**src/rtl/exc_pkg.sv**
```systemverilog
// rtl/exc_pkg.sv - shared FSM state type and constants for the exception unit
package exc_pkg;

  typedef enum logic [2:0] {
    IDLE  = 3'd0,
    REQ   = 3'd1,
    FETCH = 3'd2,
    WAIT  = 3'd3,
    LOAD  = 3'd4,
    RET   = 3'd5
  } exc_state_t;

  // Cause codes of the original core's fixed sources
  localparam int EXC_OVF    = 0;
  localparam int EXC_OPCODE = 1;

  // Byte address of vector table entry 0
  localparam int VEC_BASE_DEFAULT = 252;

endpackage

```
**src/rtl/exc_prio_enc.sv**
```systemverilog
// rtl/exc_prio_enc.sv - lowest-index-wins priority encoder
module exc_prio_enc #(
  parameter int N  = 4,
  parameter int IW = 2
) (
  input  logic [N-1:0]  req,
  output logic [IW-1:0] idx,
  output logic          valid
);

  // Scan from the top so the lowest set index is the last (winning) assignment
  always_comb begin
    idx   = '0;
    valid = 1'b0;
    for (int i = N - 1; i >= 0; i--) begin
      if (req[i]) begin
        idx   = IW'(i);
        valid = 1'b1;
      end
    end
  end

endmodule

```
**src/rtl/exception_unit.sv**
```systemverilog
// rtl/exception_unit.sv - prioritised maskable trap controller with vector table fetch
module exception_unit
  import exc_pkg::*;
#(
  parameter int                NUM_SRC         = 4,
  parameter int                CAUSE_W         = (NUM_SRC > 1) ? $clog2(NUM_SRC) : 1,
  parameter int                ADDR_W          = 32,
  parameter logic [ADDR_W-1:0] VEC_BASE        = ADDR_W'(VEC_BASE_DEFAULT),
  parameter logic [ADDR_W-1:0] DEFAULT_HANDLER = ADDR_W'(32'h0000_0100)
) (
  input  logic               clock,
  input  logic               reset,
  input  logic [NUM_SRC-1:0] exc_req,
  input  logic [NUM_SRC-1:0] exc_en,
  input  logic [ADDR_W-1:0]  epc_in,
  input  logic               trap_ack,
  input  logic               rfe,
  input  logic [ADDR_W-1:0]  mem_rdata,
  output logic               trap_req,
  output logic               mem_rd,
  output logic [ADDR_W-1:0]  mem_addr,
  output logic               pc_load,
  output logic [ADDR_W-1:0]  pc_value,
  output logic [CAUSE_W-1:0] cause,
  output logic [ADDR_W-1:0]  epc,
  output logic               in_handler,
  output logic               busy
);

  exc_state_t         state_q, state_d;
  logic [NUM_SRC-1:0] pending_q, pending_d;
  logic [CAUSE_W-1:0] cause_q, cause_d;
  logic [ADDR_W-1:0]  epc_q, epc_d;
  logic [ADDR_W-1:0]  vec_q, vec_d;
  logic               in_handler_q, in_handler_d;

  logic [CAUSE_W-1:0] sel_idx;
  logic               sel_valid;

  exc_prio_enc #(
    .N  (NUM_SRC),
    .IW (CAUSE_W)
  ) u_prio (
    .req   (pending_q),
    .idx   (sel_idx),
    .valid (sel_valid)
  );

  // Next-state: pending latch, trap handshake, vector fetch and return sequencing
  always_comb begin
    state_d      = state_q;
    pending_d    = pending_q | (exc_req & exc_en);
    cause_d      = cause_q;
    epc_d        = epc_q;
    vec_d        = vec_q;
    in_handler_d = in_handler_q;
    case (state_q)
      IDLE: begin
        // A return takes precedence; traps wait while a handler is active
        if (rfe && in_handler_q) begin
          state_d = RET;
        end else if (sel_valid && !in_handler_q) begin
          state_d = REQ;
        end
      end
      REQ: begin
        if (trap_ack) begin
          epc_d     = epc_in;
          cause_d   = sel_idx;
          pending_d = (pending_q & ~(NUM_SRC'(1) << sel_idx)) | (exc_req & exc_en);
          state_d   = FETCH;
        end
      end
      FETCH: state_d = WAIT;
      WAIT: begin
        vec_d   = mem_rdata;
        state_d = LOAD;
      end
      LOAD: begin
        in_handler_d = 1'b1;
        state_d      = IDLE;
      end
      RET: begin
        // Anything that queued up during the handler is requested right away
        in_handler_d = 1'b0;
        state_d      = sel_valid ? REQ : IDLE;
      end
      default: state_d = IDLE;
    endcase
  end

  // State registers with synchronous active-low reset
  always_ff @(posedge clock) begin
    if (!reset) begin
      state_q      <= IDLE;
      pending_q    <= '0;
      cause_q      <= '0;
      epc_q        <= '0;
      vec_q        <= '0;
      in_handler_q <= 1'b0;
    end else begin
      state_q      <= state_d;
      pending_q    <= pending_d;
      cause_q      <= cause_d;
      epc_q        <= epc_d;
      vec_q        <= vec_d;
      in_handler_q <= in_handler_d;
    end
  end

  // Outputs decoded from state and registered values only
  always_comb begin
    trap_req   = (state_q == REQ);
    mem_rd     = (state_q == FETCH);
    mem_addr   = '0;
    pc_load    = 1'b0;
    pc_value   = '0;
    cause      = cause_q;
    epc        = epc_q;
    in_handler = in_handler_q;
    busy       = (state_q != IDLE);
    if (state_q == FETCH) begin
      mem_addr = VEC_BASE + (ADDR_W'(cause_q) << 2);
    end
    if (state_q == LOAD) begin
      pc_load  = 1'b1;
      pc_value = (vec_q == '0) ? DEFAULT_HANDLER : vec_q;
    end else if (state_q == RET) begin
      pc_load  = 1'b1;
      pc_value = epc_q;
    end
  end

endmodule

```
**config.mk**
```make
export PLATFORM = sky130hd
export DESIGN_NAME = exception_unit
export DESIGN_NICKNAME = d
export VERILOG_FILES = /design/src/rtl/exc_pkg.sv /design/src/rtl/exc_prio_enc.sv /design/src/rtl/exception_unit.sv
export SDC_FILE = /design/constraint.sdc
export NUM_CORES = 1
export LEC_CHECK = 0
export CELL_PAD_IN_SITES_DETAIL_PLACEMENT = 1
export CELL_PAD_IN_SITES_GLOBAL_PLACEMENT = 1
export CORE_ASPECT_RATIO = 0.7
export CORE_MARGIN = 2
export CORE_UTILIZATION = 30
export DETAILED_ROUTE_END_ITERATION = 16
export PLACE_DENSITY = 0.82
export SLEW_MARGIN = 20
export SYNTH_ARGS = -nofsm -noshare
export SYNTH_HDL_FRONTEND = slang
export SYNTH_HIERARCHICAL = 1
export SYNTH_SLANG_ARGS = --single-unit
```
**constraint.sdc**
```tcl
create_clock -name clock -period 2.6 [get_ports clock]
set_input_delay 0.26 -clock clock [delete_from_list [all_inputs] [get_ports clock]]
set_output_delay 0.26 -clock clock [all_outputs]
set_load 0.02 [all_outputs]
```
==> results.ini <==
[synth]
synth_top_area_frac = 0.416
synth.distinct_cells = 38
synthTopCellsByArea = dfxtp_1, nand2_1, a21oi_1
synthTopCellsByCount = nand2_1, dfxtp_1, a21oi_1, nor2_1, buf_4
synthesis.area_mm2 = 0.00356
synthArstFlopShare = 0
synth-seq-area-share = 0.416
synth-edff-count = 0
synth-main-ff-cell = dfxtp_1
yosysMostFrequentCell = nand2_1
synth-seq-cells = 74
avgSynthCellArea_um2 = 7.71
yosys_warnings = 6
synthCells = 462
synth_area_leader_cell = dfxtp_1

[route]
vias = 3529
drt-pass1-iter-count = 4
drc_errors = 0
vias_per_cell = 4.61
postRouteWirelength_mm = 12.5
detail_route.wl_per_cell_um = 16.3
ant_nets = 0
drtIter0Drc = 144

[power_and_ir_drop]
p_leak_nw = 1.94
peakVddDrop_v = 0.000316
pwr_density_cell_mw_per_mm2 = 603

[worst_setup_path]
worstPathRequired_ns = 2.34
r2r_cells = 6
crit_chain = buf_4 > mux2i_1 > nor2_1 > clkdlybuf4s50_1
cp-start-kind = register
cp_top_family = buffers and inverters
cp.buffers_inverters = 2
crit_fanout = 43
slowest_delay_ns = 0.64
timing.rr.end = epc[29]
regToRegSetupSlack_ns = 0.57
critPathArrivalTime_ns = 2.22
cp_slowest_cell = clkdlybuf4s50_1
end_kind = output port
crit_type = reg -> out
r2r_start = state_q[0]

[timing]
max_freq_ghz = 0.404
finalCritPeriodShare = 0.953
hold_violations = 0
drv_slew = 0
setup_viol = 0
grt_setup_unrepaired = no
worst_pin_slew_ns = 0.666
tns_ns = 0
post-route-min-period_ns = 2.48
maxSlewHeadroom = 0.556
worst_clock_skew_ns = 0.00773

[cells_and_area]
drive_gt1_frac = 0.0624
instances_no_fill = 766
syn_to_final_growth_pct = 52.6
finish.utilization = 0.467
n_fill_cell = 1408
regArea_mm2 = 0.00148
nets = 681
n_antenna_cell = 0
multi_input_area_mm2 = 0.00174

[placed_design]
portBuffers = 153
place_inst = 750
gp_congestion = 0.710
hpwlAfterDp_mm = 9.48

[hold_path]
holdCritStartpoint = vec_q[30]
hold_class = reg -> reg
whs_endpoint = vec_q[30]
whs_path_depth = 2

[global_route]
gr-total-overflow = 0
grt_start_max_net_pins = 44
grt_antenna_before_repair = 0
grt_pass1_wl_mm = 19.5
grt_util_all_layers = 0.197
grt_pass1_vias = 3737

[floorplan]
initial_core_util = 0.306
die_area_mm2 = 0.0128
rows = 33
die_h_um = 95.2
die_w_um = 134
ioPinCount = 179
core-area_mm2 = 0.0116

[job]
maxCapViolations = 0

[clock_tree]
cts_sinks = 74
numCtsBuffers = 9
htree_levels = 3
cts.reportedPaths.clkPinSlew_ns = 0.06
cts-root-buf = clkbuf_16
cts_tree = built
cts_buffer_depth = 2
clk_latency_ns = 0.33

[run_status]
status = complete, no violations

==> report_power, final <==
part	total (W)	leakage (nW)	switching [W]	internal, W
registers	0.00124	0.601	0.0000464	0.00119
logic	0.000663	1.17	0.000350	0.000313
clock network	0.00138	0.163	0.000482	0.000893
==> cells in the final DEF, fill, tap and decap left out, types with 3 or more instances in the layout <==
cell type        netlist  routed
mux2i_1               32      32
clkdlybuf4s50_1        0     152
nor3_1                 3       3
a21oi_1               68      68
nand2_1              137     137
inv_1                  5       5
nor4_1                 7       5
buf_4                 34      12
conb_1                 1      25
dfxtp_1               74      73
clkbuf_16              0       9
nor2_1                43      43
==> worst max path at each step <==
stage | depth (start not counted) | end | startpoint | slack (ns)
6_report | 4 | pc_value[21] | state_q[0] | 0.12
5_1_grt | 4 | pc_value[17] | state_q[0] | 0.02
4_1_cts | 5 | pc_value[8] | vec_q[3] | 0.03
3_5_place_dp | 5 | pc_value[8] | vec_q[0] | 0.35
3_3_place_gp | 5 | pc_value[8] | vec_q[3] | 0.36
2_1_floorplan | 5 | pc_value[8] | state_q[0] | 1.03
==> layer usage <==
metal	GRT usage	vias up	wire length (um)
met5	0	-	0
met4	0.0518	0	164
met3	0.0548	17	686
met2	0.347	99	5940
met1	0.239	1668	5710
li1	-	1745	-
==> what timing repair did <==
action	CTS	global route
buffers inserted	0	0
endpoints found under the setup margin	1	1
hold buffers	0	0
gates resized for setup	1	2
==> layout make-up <==
| cell class | count | area share |
|---|---|---|
| repair buffers | 167 | 0.306 |
| clock buffers | 12 | 0.0472 |
| flip-flops and latches | 74 | 0.273 |
| clock inverters | 4 | 0.0136 |
| multi-input cells | 346 | 0.320 |
| inverters | 6 | 0.00414 |
| well taps | 157 | 0.0361 |
==> per-stage QoR <==
stage / power [W] / setup WS [ns] / hold slack (ns) / instance area [um^2]
floorplan: 0.00166 / 1.03 / 0.382 / 3650
global placement: 0.00190 / 0.363 / 0.458 / 5090
detailed placement: 0.00193 / 0.352 / 0.468 / 5090
CTS: 0.00332 / 0.0264 / 0.460 / 5430
global route: 0.00342 / 0.0161 / 0.466 / 5440
finish: 0.00327 / 0.123 / 0.473 / 5440
==> worst reg2reg max path, cell delays in order, from the launching register on <==
cell and delay, ns:
dfxtp_2 0.33, buf_4 0.52, nor3b_4 0.32, nand2_2 0.29, buf_12 0.28, nand2_1 0.09
a21oi_1 0.07
==> logic make-up (layout without fill, tap and decap cells) <==
family                     Yosys count  after routing  share of synthesized area
AOI/OAI and AO/OA                   80             80                      0.120
adders and majority gates            1              1                    0.00351
buffers and inverters               66            189                      0.125
DFF                                 74             74                      0.416
muxes                               32             32                     0.0900
other                                1             25                    0.00105
and+or+nand+nor                    208            208                      0.245
==> flip-flops by register name, summed over array words and instances (netlist names) <==
signal      count
in_handler      1
pending_q       4
vec_q          32
state_q         3
epc            32
cause           2
(Power assumes the default switching activity.)
